<file path="src/rtl/mem_byte_master.sv">
// rtl/mem_byte_master.sv - core word/byte request master for an 8-bit memory bus
// Splits each word request into four big-endian byte beats; a byte request is one beat.
module mem_byte_master #(
    parameter int ALIGN_CHECK = 1
) (
    input  logic        clk,
    input  logic        reset,
    input  logic        req,
    input  logic        we,
    input  logic        size,
    input  logic [15:0] addr,
    input  logic [31:0] wdata,
    output logic        busy,
    output logic        done,
    output logic        err,
    output logic [31:0] rdata,
    output logic [15:0] mem_addr,
    output logic [7:0]  mem_writedata,
    output logic        mem_read,
    output logic        mem_write,
    input  logic [7:0]  mem_data
);

    typedef enum logic [1:0] {
        IDLE = 2'd0,
        XFER = 2'd1,
        DONE = 2'd2
    } state_t;

    state_t      state;
    state_t      state_nxt;
    logic [1:0]  beat;
    logic        we_r;
    logic        size_r;
    logic [15:0] addr_r;
    logic [31:0] wdata_r;
    logic        err_r;
    logic        accept;
    logic        misaligned;
    logic        last_beat;
    logic [7:0]  wbyte;

    assign accept     = req && (state != XFER);
    assign misaligned = (ALIGN_CHECK != 0) && size && (addr[1:0] != 2'b00);
    assign last_beat  = (beat == (size_r ? 2'd3 : 2'd0));

    // Big-endian lane select: beat 0 carries the most significant byte.
    always_comb begin
        wbyte = wdata_r[7:0];
        if (size_r) begin
            case (beat)
                2'd0:    wbyte = wdata_r[31:24];
                2'd1:    wbyte = wdata_r[23:16];
                2'd2:    wbyte = wdata_r[15:8];
                default: wbyte = wdata_r[7:0];
            endcase
        end
    end

    always_ff @(posedge clk or posedge reset) begin
        if (reset) begin
            state <= IDLE;
        end else begin
            state <= state_nxt;
        end
    end

    always_comb begin
        state_nxt = state;
        case (state)
            IDLE, DONE: begin
                if (accept) begin
                    state_nxt = misaligned ? DONE : XFER;
                end else begin
                    state_nxt = IDLE;
                end
            end
            XFER: begin
                if (last_beat) begin
                    state_nxt = DONE;
                end
            end
            default: state_nxt = IDLE;
        endcase
    end

    always_comb begin
        busy          = 1'b0;
        done          = 1'b0;
        err           = 1'b0;
        mem_read      = 1'b0;
        mem_write     = 1'b0;
        mem_addr      = 16'h0000;
        mem_writedata = 8'h00;
        case (state)
            XFER: begin
                busy          = 1'b1;
                mem_read      = !we_r;
                mem_write     = we_r;
                mem_addr      = addr_r + {14'b0, beat};
                mem_writedata = we_r ? wbyte : 8'h00;
            end
            DONE: begin
                done = 1'b1;
                err  = err_r;
            end
            default: ;
        endcase
    end

    always_ff @(posedge clk or posedge reset) begin
        if (reset) begin
            beat    <= 2'd0;
            we_r    <= 1'b0;
            size_r  <= 1'b0;
            addr_r  <= 16'h0000;
            wdata_r <= 32'h0;
            err_r   <= 1'b0;
        end else if (accept) begin
            beat    <= 2'd0;
            we_r    <= we;
            size_r  <= size;
            addr_r  <= addr;
            wdata_r <= wdata;
            err_r   <= misaligned;
        end else if (state == XFER) begin
            beat <= beat + 2'd1;
        end
    end

    // Read data lands in its lane at the edge that ends each read beat.
    always_ff @(posedge clk or posedge reset) begin
        if (reset) begin
            rdata <= 32'h0;
        end else if (state == XFER && !we_r) begin
            if (size_r) begin
                case (beat)
                    2'd0:    rdata[31:24] <= mem_data;
                    2'd1:    rdata[23:16] <= mem_data;
                    2'd2:    rdata[15:8]  <= mem_data;
                    default: rdata[7:0]   <= mem_data;
                endcase
            end else begin
                rdata <= {24'h0, mem_data};
            end
        end
    end

endmodule

</file>
<file path="config.mk">
export PLATFORM = sky130hd
export DESIGN_NAME = mem_byte_master
export DESIGN_NICKNAME = d
export VERILOG_FILES = /design/src/rtl/mem_byte_master.sv
export SDC_FILE = /design/constraint.sdc
export NUM_CORES = 1
export LEC_CHECK = 0
export ABC_CLOCK_PERIOD_IN_PS = 3900
export CAP_MARGIN = 10
export CORE_MARGIN = 5
export CORE_UTILIZATION = 47
export CTS_CLUSTER_DIAMETER = 60
export DETAILED_ROUTE_END_ITERATION = 6
export GPL_ROUTABILITY_DRIVEN = 0
export PLACE_DENSITY = 0.81
export REMOVE_ABC_BUFFERS = 1
export SLEW_MARGIN = 15
export SYNTH_ARGS = -nofsm -noshare
export SYNTH_HDL_FRONTEND = slang
export SYNTH_SLANG_ARGS = --single-unit
</file>
<file path="constraint.sdc">
create_clock -name clk -period 3.9 [get_ports clk]
set_clock_uncertainty 0.2 [all_clocks]
set_input_delay 0.585 -clock clk [delete_from_list [all_inputs] [get_ports clk]]
set_output_delay 0.585 -clock clk [all_outputs]
set_load 0.02 [all_outputs]
</file>
==> results.txt <==
The share of cells above drive strength 1 is 25.3%. The class of the worst hold path is reg -> reg. The number of enable flip-flop cells after synthesis is 0.

The core area came out at 0.00826 mm2. The insertion delay of the later-clocked pin in the worst-skew pair is 0.33 ns. The number of buffers on the longest clock path came out at 2. After routing, the total negative slack on setup checks comes to 0 ns. The cell area power density came out at 782 mW/mm2.

The count of instances resized after the clock tree is built is 0. The total number of clock tree sinks is 87. The via count of the first global-routing pass is 3001.

The number of setup buffers added after CTS came out at 0. The number of port buffers came out at 121. The remaining global-route overflow is 0. After synthesis, flip-flops and latches occupy 54.5% of the total area. The cell leakage power is 2.28 nW. The clock transition at the registers of the reported paths came out at 0.08 ns. The synthesized design spends more area on one cell type than any other, namely dfrtp_1. The area added between synthesis and finish is 37.9%.

TritonCTS built the clock tree. After detailed placement, the design holds a cell count of 523. TritonCTS created 9 clock buffers. The final count of hold timing violations is 0. STA classifies the critical path endpoint as a primary output.

The number of hold buffers added after cts is 0. The synthesized netlist occupies a cell area of 0.00399 mm2. The die covers 0.0104 mm2.

The routed via count divided by cell count came out at 5.25. The worst-case vdd ir drop is 0.000332 V. For this run, the number of Yosys warnings is 0.

The first global-routing pass estimated 14800 um of wire. The synthesized design devotes to its leading area cell type 54.5% of total area. The data arrival at the endpoint of the critical path is 2.78 ns. The storage element area came out at 0.00218 mm2.

Yosys attributes the largest share of cell area to dfrtp_1 (55%), mux2_2 (23%), a222oi_1 (2.0%). The initial antenna violation count is 0. The final max-slew violation count came out at 0. The die extent in y came out at 102 um. The number of DRC violations after detailed-routing iteration 0 is 95. The final total power is 4.31 mW. The final core area utilization is 66.7%. The proportion of register bits with asynchronous set or reset after synthesis came out at 100%. The number of antenna diodes came out at 0. The average wire per standard cell came out at 17.1 um.

The post-route antenna net violation count is 0. The clock root buffer master is clkbuf_8. Wires add up to 9220 um. The highest clock rate came out at 281 MHz. The total via count after detailed routing is 2829. The most used flip-flop cell after synthesis is dfrtp_1. After technology mapping, the gate count stands at 307. The critical path data required time came out at 3.12 ns. The synthesized area per cell came out at 13.0 um2. The maximum net fanout on the critical path is 7.

The number of cell rows came out at 33. For the pin with the worst max-slew slack, the measured transition is 0.771 ns. The count of H-tree levels built during CTS came out at 3. The initial core utilization came out at 48.4%. The startpoint kind of the worst setup timing path is a flop. The layout has 657 filler cells. The area of the multi-input gates came out at 0.00172 mm2. Entering global routing, the biggest net connects 53 pins. In the layout the commonest cells are clkdlybuf4s50_1 (121), dfrtp_1 (87), mux2_2 (81). Max-cap violations in this run came to 0.

The register bit count reported by yosys is 87. The number of remaining DRC errors came out at 0. Setup repair after global routing left no endpoint under its margin. The library cell used most frequently in the layout, excluding fill and tap cells, is clkdlybuf4s50_1.

The total setup violations reported at the end of the flow came out at 0. The half-perimeter wire length after placement is 6990 um. The flow ran to the end, and the final reports show no timing, DRC or antenna violations. The I/O pin total is 122. The final cycle utilization of the critical path is 91.3%. The type of the worst setup path is reg -> out.

The headroom to the max-slew limit is 48.5%. The time the worst path needs with I/O delays and setup came out at 3.56 ns. Global routing used 18.2% of the available tracks. For this run, the detailed router's first-pass iteration total came to 5. In the final design database the tool counted 497 nets. The overall die width is 102 um. The number of unique standard cell types used by synthesis is 38. Excluding fillers, the count of instances in the completed layout stands at 539.
critical path, cell delays in order (launching register included):
cell,delay (ns)
dfrtp_1,0.46
ha_1,0.22
fa_1,0.34
nand3_4,0.13
or4_1,0.52
a21oi_1,0.15
clkdlybuf4s50_1,0.62
routing by layer:
| layer | up-vias | GRT usage, % | share of wire, % |
|---|---|---|---|
| met2 | 83 | 31.8 | 52 |
| met4 | 0 | 4.94 | 0.92 |
| li1 | 1356 | - | - |
| met3 | 8 | 3.41 | 5.2 |
| met5 | - | 0 | 0 |
| met1 | 1382 | 23.1 | 42 |
kinds of logic (layout without fill, tap and decap cells):
family / count (synthesis) / after routing / synth area share (%)
flops: 87 / 87 / 54.5
buf+inv: 20 / 147 / 2.60
compound gates: 34 / 34 / 6.58
fa+ha+maj: 7 / 7 / 2.38
mux: 82 / 82 / 23.1
xor+xnor: 9 / 9 / 1.97
simple gates: 68 / 68 / 8.84
state kept, by name (all words and copies together) (netlist names):
register  cells
rdata        32
wdata_r      32
addr_r       16
beat          2
state         2
err_r         1
size_r        1
we_r          1
report_power, final:
group          total, mW  internal, mW  leakage (nW)  switching (mW)
combinational       2.09          1.07          1.13            1.02
sequential          1.58          1.30          1.05           0.282
clock              0.634         0.317        0.0993           0.317
total               4.31          2.69          2.28            1.62
synthesized netlist by cell type (2+ instances only):
cell / count
inv_1: 5
a222oi_1: 8
ha_1: 6
a211oi_1: 8
mux2_2: 81
nand3_1: 4
o21ai_2: 4
or4_1: 4
nor3_1: 2
nand4_1: 4
and4_1: 2
a21oi_1: 2
and2_1: 11
xor2_1: 8
nor2_1: 21
dfrtp_1: 87
o31ai_1: 2
buf_2: 5
nand2_1: 14
o21ai_0: 6
buf_6: 3
buf_1: 4
cell type report:
cell class | instances | area share, %
Multi-Input combinational cell | 200 | 31.2
Clock buffer | 10 | 2.50
Tap cell | 105 | 2.39
Sequential cell | 87 | 39.5
Timing Repair Buffer | 124 | 22.6
Clock inverter | 6 | 1.23
Inverter | 7 | 0.500
worst paths after layout:
path                          start      endpoint  slack [ns]  depth (start not counted)
min in group asynchronous     reset      rdata[8]        0.48                          2
min                        state[0]      state[0]        0.30                          1
max reg2reg                 beat[1]     rdata[26]        1.74                          4
max in group asynchronous     reset   wdata_r[20]        2.34                          3
min reg2reg                state[0]      state[0]        0.30                          1
max                         beat[0]  mem_addr[14]        0.34                          6
per-stage QoR:
stage	worst slack [ns]	hold WS, ns	instance area (um2)
floorplan	0.865	0.242	3920
global placement	0.745	0.255	5300
detailed placement	0.718	0.289	5300
CTS	0.314	0.300	5500
global route	0.171	0.325	5510
finish	0.338	0.298	5510
Note: power is estimated with default switching activity, not from simulation.
==> RTL change 1, RTL diff (same settings) <==
Register the output `mem_writedata`, cleared by the reset; this adds one clock of latency there. The other outputs are not delayed to match.
--- a/src/rtl/mem_byte_master.sv
+++ b/src/rtl/mem_byte_master.sv
@@ -26,6 +26,8 @@
         XFER = 2'd1,
         DONE = 2'd2
     } state_t;
+
+    logic [7:0] mem_writedata_d;
 
     state_t      state;
     state_t      state_nxt;
@@ -91,14 +93,14 @@
         mem_read      = 1'b0;
         mem_write     = 1'b0;
         mem_addr      = 16'h0000;
-        mem_writedata = 8'h00;
+        mem_writedata_d = 8'h00;
         case (state)
             XFER: begin
                 busy          = 1'b1;
                 mem_read      = !we_r;
                 mem_write     = we_r;
                 mem_addr      = addr_r + {14'b0, beat};
-                mem_writedata = we_r ? wbyte : 8'h00;
+                mem_writedata_d = we_r ? wbyte : 8'h00;
             end
             DONE: begin
                 done = 1'b1;
@@ -146,5 +148,13 @@
         end
     end
 
+    always_ff @(posedge clk or posedge reset) begin
+        if (reset) begin
+            mem_writedata <= '0;
+        end else begin
+            mem_writedata <= mem_writedata_d;
+        end
+    end
+
 endmodule
 
Check against the original RTL: not equivalent (a bounded check fails within 4 cycles, from zero or initial values and one cycle with reset high).
==> RTL change 1 against the original RTL <==
Final area up 4.1%. Register-to-register slack worse by 0.18 ns. Via count up 4.0%. Clock power up 3.3%. Wire length up 4.4%. Total power up 4.0%. Worst hold slack worse by 0.019 ns. Non-clock buffer count unchanged. Sequential cell count up 8. Worst setup slack worse by 0.044 ns. Critical path type unchanged. Synthesized area up 5.7%. Highest routed layer unchanged. Core utilization down 0.96 points.
==> RTL change 1: results (changes against the original RTL) <==
| Metric | Value |
|---|---|
| Clk cell area share | 0.03579 (-0.001464) |
| Finished Layout Cells | 550 (+2.0%) |
| Fraction of area in multi-input gates | 0.3036 (-0.008779) |
| First-pass GRT wire length | 16.31 mm (+10%) |
| Arrival @ worst endpoint | 2.82 ns (+0.04 ns) |
| Largest net degree at the start of global routing | 50 (-5.7%) |
| Synth cell count leaders | dfrtp_1, mux2_2, nor2_1, and2_1, nand2_1 |
| Signal buffers share of area | 0.2174 (-0.008889) |
| CP max stage cell | clkdlybuf4s50_1 |
| Wire per inst | 17.50 um (+2.3%) |
| ANT cells | 0 (unchanged) |
| Outcome | complete, no violations |
| Initial DRC count | 91 (-4.2%) |
| Synth area leaders | dfrtp_1, mux2_2, a222oi_1 |
| Post-DP Area | 5528 um^2 (+4.3%) |
| IO Port Bufs | 121 (unchanged) |
| Multiplexer area fraction after synthesis | 0.2212 (-0.01003) |
| Clock root buffer | clkbuf_8 |
| Layout cells sized above 1 | 0.2511 (-0.002325) |
| XOR/XNOR Fraction of Synth Area | 0.01868 (-0.001059) |
| Leak | 2.419 nW (+6.0%) |
| Sequential fraction of total cell area | 0.4147 (+0.01939) |
| Post-Synth Adder-Cell Area | 0.02253 (-0.001278) |
| FFs & Latches | 95 (+9.2%) |
| Gr usage total | 0.1820 (+0.0002403) |
| Pre-CTS WS | 0.6656 ns (-0.05248 ns) |
| Layout fillers | 696 (+5.9%) |
| Pint | 2.805 mW (+4.3%) |
| Most used DFF post-synth | dfrtp_1 |
| Worst slew pin tran | 0.6029 ns (-0.1682 ns) |
| Utilization after layout | 0.6574 (-0.009581) |
| Vias | 2942 (+4.0%) |
| Clock latency on the worst-skew pair | 0.35 ns (+0.02 ns) |
| Initial antenna violation count | 0 (unchanged) |
| DP Cell Count | 534 (+2.1%) |
| CTS Buffer Depth | 2 (unchanged) |
| Die X-Extent | 104.8 um (+2.5%) |
| Peak supply drop | 421.7 uV (+27%) |
| Seq/Total Area, Yosys | 0.5633 (+0.01818) |
| Max Cap Violations | 0 (unchanged) |
| Dpl hpwl | 7.142 mm (+2.2%) |
| Compound-gate portion of the synthesized area | 0.06285 (-0.002937) |
| CP delay by family, top | simple AND/OR/NAND/NOR gates |
| Seq pwr share | 0.383 (+0.016) |
| Combinational share of power | 0.470 (-0.015) |
| Synth Area per Inst | 13.40 um^2 (+3.0%) |
| Signal inverters | 7 (unchanged) |
| Vias in the first global route | 3168 (+5.6%) |
| Synth unique cells | 42 (+11%) |
| Nets | 505 (+1.6%) |
| Number of multi-input logic gates | 200 (unchanged) |
| First-pass iteration count of the detailed router | 4 (-1) |
-- RTL change 1: final timing paths --
path / start / end / slack [ns] / cells after the start
max: beat[0]$_DFFE_PP0P_ / mem_addr[12] / 0.29 / 7
max reg2reg: state[1]$_DFFE_PP0P_ / wdata_r[2]$_DFFE_PP0N_ / 1.56 / 5
max in group asynchronous: reset / addr_r[9]$_DFFE_PP0N_ / 2.39 / 3
min in group asynchronous: reset / wdata_r[11]$_DFFE_PP0N_ / 0.45 / 2
min: err_r$_DFFE_PP0N_ / err_r$_DFFE_PP0N_ / 0.28 / 2
min reg2reg: err_r$_DFFE_PP0N_ / err_r$_DFFE_PP0N_ / 0.28 / 2
-- RTL change 1: layer usage --
| layer | track usage | up-vias | routed length (um) |
|---|---|---|---|
| met2 | 0.2833 | 85 | 4671 |
| met4 | 0.05297 | 0 | 165 |
| met3 | 0.05240 | 12 | 567 |
| li1 | - | 1374 | - |
| met1 | 0.2494 | 1471 | 4221 |
| met5 | 0 | - | 0 |
==> RTL change 2, RTL diff (same settings) <==
Without the edit above. Reset style: synchronous (`reset`), changed in 3 clocked blocks.
--- a/src/rtl/mem_byte_master.sv
+++ b/src/rtl/mem_byte_master.sv
@@ -57,7 +57,7 @@
         end
     end
 
-    always_ff @(posedge clk or posedge reset) begin
+    always_ff @(posedge clk) begin
         if (reset) begin
             state <= IDLE;
         end else begin
@@ -108,7 +108,7 @@
         endcase
     end
 
-    always_ff @(posedge clk or posedge reset) begin
+    always_ff @(posedge clk) begin
         if (reset) begin
             beat    <= 2'd0;
             we_r    <= 1'b0;
@@ -129,7 +129,7 @@
     end
 
     // Read data lands in its lane at the edge that ends each read beat.
-    always_ff @(posedge clk or posedge reset) begin
+    always_ff @(posedge clk) begin
         if (reset) begin
             rdata <= 32'h0;
         end else if (state == XFER && !we_r) begin
Behaviour: differs if reset is asserted again (counterexample within 4 cycles, from zero or initial values and one cycle with reset high); with reset held inactive, the same outputs for 4 cycles.
==> RTL change 2 against the original RTL <==
Synthesized cell count increased by 18%. Largest cell class unchanged. Wire length fell by 2.0%. Sequential cell count unchanged. Synthesized area decreased by 10%. Critical path type unchanged. Final area shrank 7.9%. Worst setup slack got worse by 0.011 ns.
Power is not compared: it rests on default switching activity, and its combinational part moved more than twofold at a synthesized area within 25%.
==> RTL change 2: results (changes against the original RTL) <==
| Metric | Value |
|---|---|
| Clock latency on the worst-skew pair | 0.35 ns (+0.02 ns) |
| Crit-path max FO | 7 (unchanged) |
| Leak | 2.040 nW |
| Worst Reg-to-Reg Cells | 5 (+1) |
| Arrival @ worst endpoint | 2.79 ns (about the same) |
| Cts hold-fix bufs | 0 (unchanged) |
| Outcome | complete, no violations |
| Yosys warning total | 0 (unchanged) |
| Post-CTS Setup Bufs | 0 (unchanged) |
| Synth unique cells | 41 (+7.9%) |
| Gr usage total | 0.1877 (+0.005924) |
| CTS Buffer Depth | 2 (unchanged) |
| First-pass iteration count of the detailed router | 4 (-1) |
| First-pass GRT wire length | 14.98 mm (+1.0%) |
| CP delay by family, top | simple AND/OR/NAND/NOR gates |
| Largest net degree at the start of global routing | 42 (-21%) |
| Worst slew pin tran | 0.6338 ns (-0.1373 ns) |
| ANT cells | 0 (unchanged) |
| Final WL | 9.033 mm (-2.0%) |
| Clock root buffer | clkbuf_8 |
| Hold path start | rdata[7]$_SDFFE_PP0P_ |
| FFs w/ async S/R, synth | 0 (-1.000) |
| Layout cells sized above 1 | 0.06224 (-0.1912) |
| CTS resizes | 0 (unchanged) |
| Peak supply drop | 216.5 uV |
| CP startpoint | beat[0]$_SDFFE_PP0P_ |
| Hold Path End | rdata[7]$_SDFFE_PP0P_ |
| Nets | 545 (+9.7%) |
| Synth area leaders | dfxtp_1, a22o_1, mux2i_1 |
| Hold WC Path Type | flop to flop |
| Initial antenna violation count | 0 (unchanged) |
| Slowest stage delay, CP | 0.62 ns (about the same) |
| Vias in the first global route | 3086 (+2.8%) |
| Dpl hpwl | 6.565 mm (-6.0%) |
| Clock-pin slew on the worst setup and hold paths | 0.08 ns (about the same) |
| Worst hold stages | 2 (+1) |
| Largest registers | rdata (32), wdata_r (32), addr_r (16) |
| Seq/Total Area, Yosys | 0.4847 (-0.06043) |
| Cts bufs inserted | 9 (unchanged) |
| Hold WS | 0.2600 ns (-0.03835 ns) |
| R2r startpoint | beat[1]$_SDFFE_PP0P_ |
| Htree depth | 3 (unchanged) |
| Synth cell count leaders | dfxtp_1, a22o_1, nor2_1, nand2_1, mux2i_1 |
| IO Port Bufs | 121 (unchanged) |
| R2R Path End | rdata[22]$_SDFFE_PP0P_ |
| Vias | 3163 (+12%) |
| Post-DP Area | 4876 um^2 (-8.0%) |
| R2R setup slack | 1.73 ns |
| CP max stage cell | clkdlybuf4s50_1 |
| Initial DRC count | 172 (+81%) |
| Critical path endpoint | mem_addr[12] |
RTL change 2: routing by layer:
| layer | vias to the layer above | part of all wire | GRT usage |
|---|---|---|---|
| met2 | 130 | 0.43 | 0.2826 |
| li1 | 1546 | - | - |
| met4 | 0 | 0.020 | 0.07135 |
| met5 | - | 0 | 0 |
| met3 | 16 | 0.076 | 0.05887 |
| met1 | 1471 | 0.48 | 0.2513 |
RTL change 2: stage by stage:
stage | worst slack [ns] | total power, mW | cells
finish | 0.3268 | 1.823 | 581
global route | 0.1665 | 1.912 | 581
CTS | 0.2941 | 1.836 | 581
detailed placement | 0.6818 | 1.223 | 565
global placement | 0.7411 | 1.219 | 565
floorplan | 0.8407 | 1.095 | 340
RTL change 2: cell families (layout without fill, tap and decap cells):
kind of cell | after synthesis | after routing | share of synthesized area
compound gates | 93 | 93 | 0.2086
xor+xnor | 9 | 9 | 0.02193
fa+ha+maj | 7 | 7 | 0.02646
buf+inv | 29 | 148 | 0.03551
flops | 87 | 87 | 0.4847
mux | 25 | 25 | 0.06964
simple gates | 113 | 113 | 0.1532
RTL change 2: report_power, final:
group	total (mW)	internal (mW)	switching [mW]
combinational	0.238	0.130	0.108
clock	0.621	0.300	0.321
sequential	0.964	0.930	0.0341
total	1.82	1.36	0.464
RTL change 2: area by class of cell:
type                            count  area, um^2
Fill cell                         566        2260
Sequential cell                    87        1742
Multi-Input combinational cell    247        1739
Timing Repair Buffer              126        1249
Clock buffer                       10       127.6
Tap cell                           99       123.9
Clock inverter                      6       67.56
Inverter                            6       22.52
RTL change 2: tightest hold or removal path, cell delays in order (launching register included):
cell and delay [ns]:
dfxtp_1 0.32, nand2_1 0.05, a21oi_1 0.05
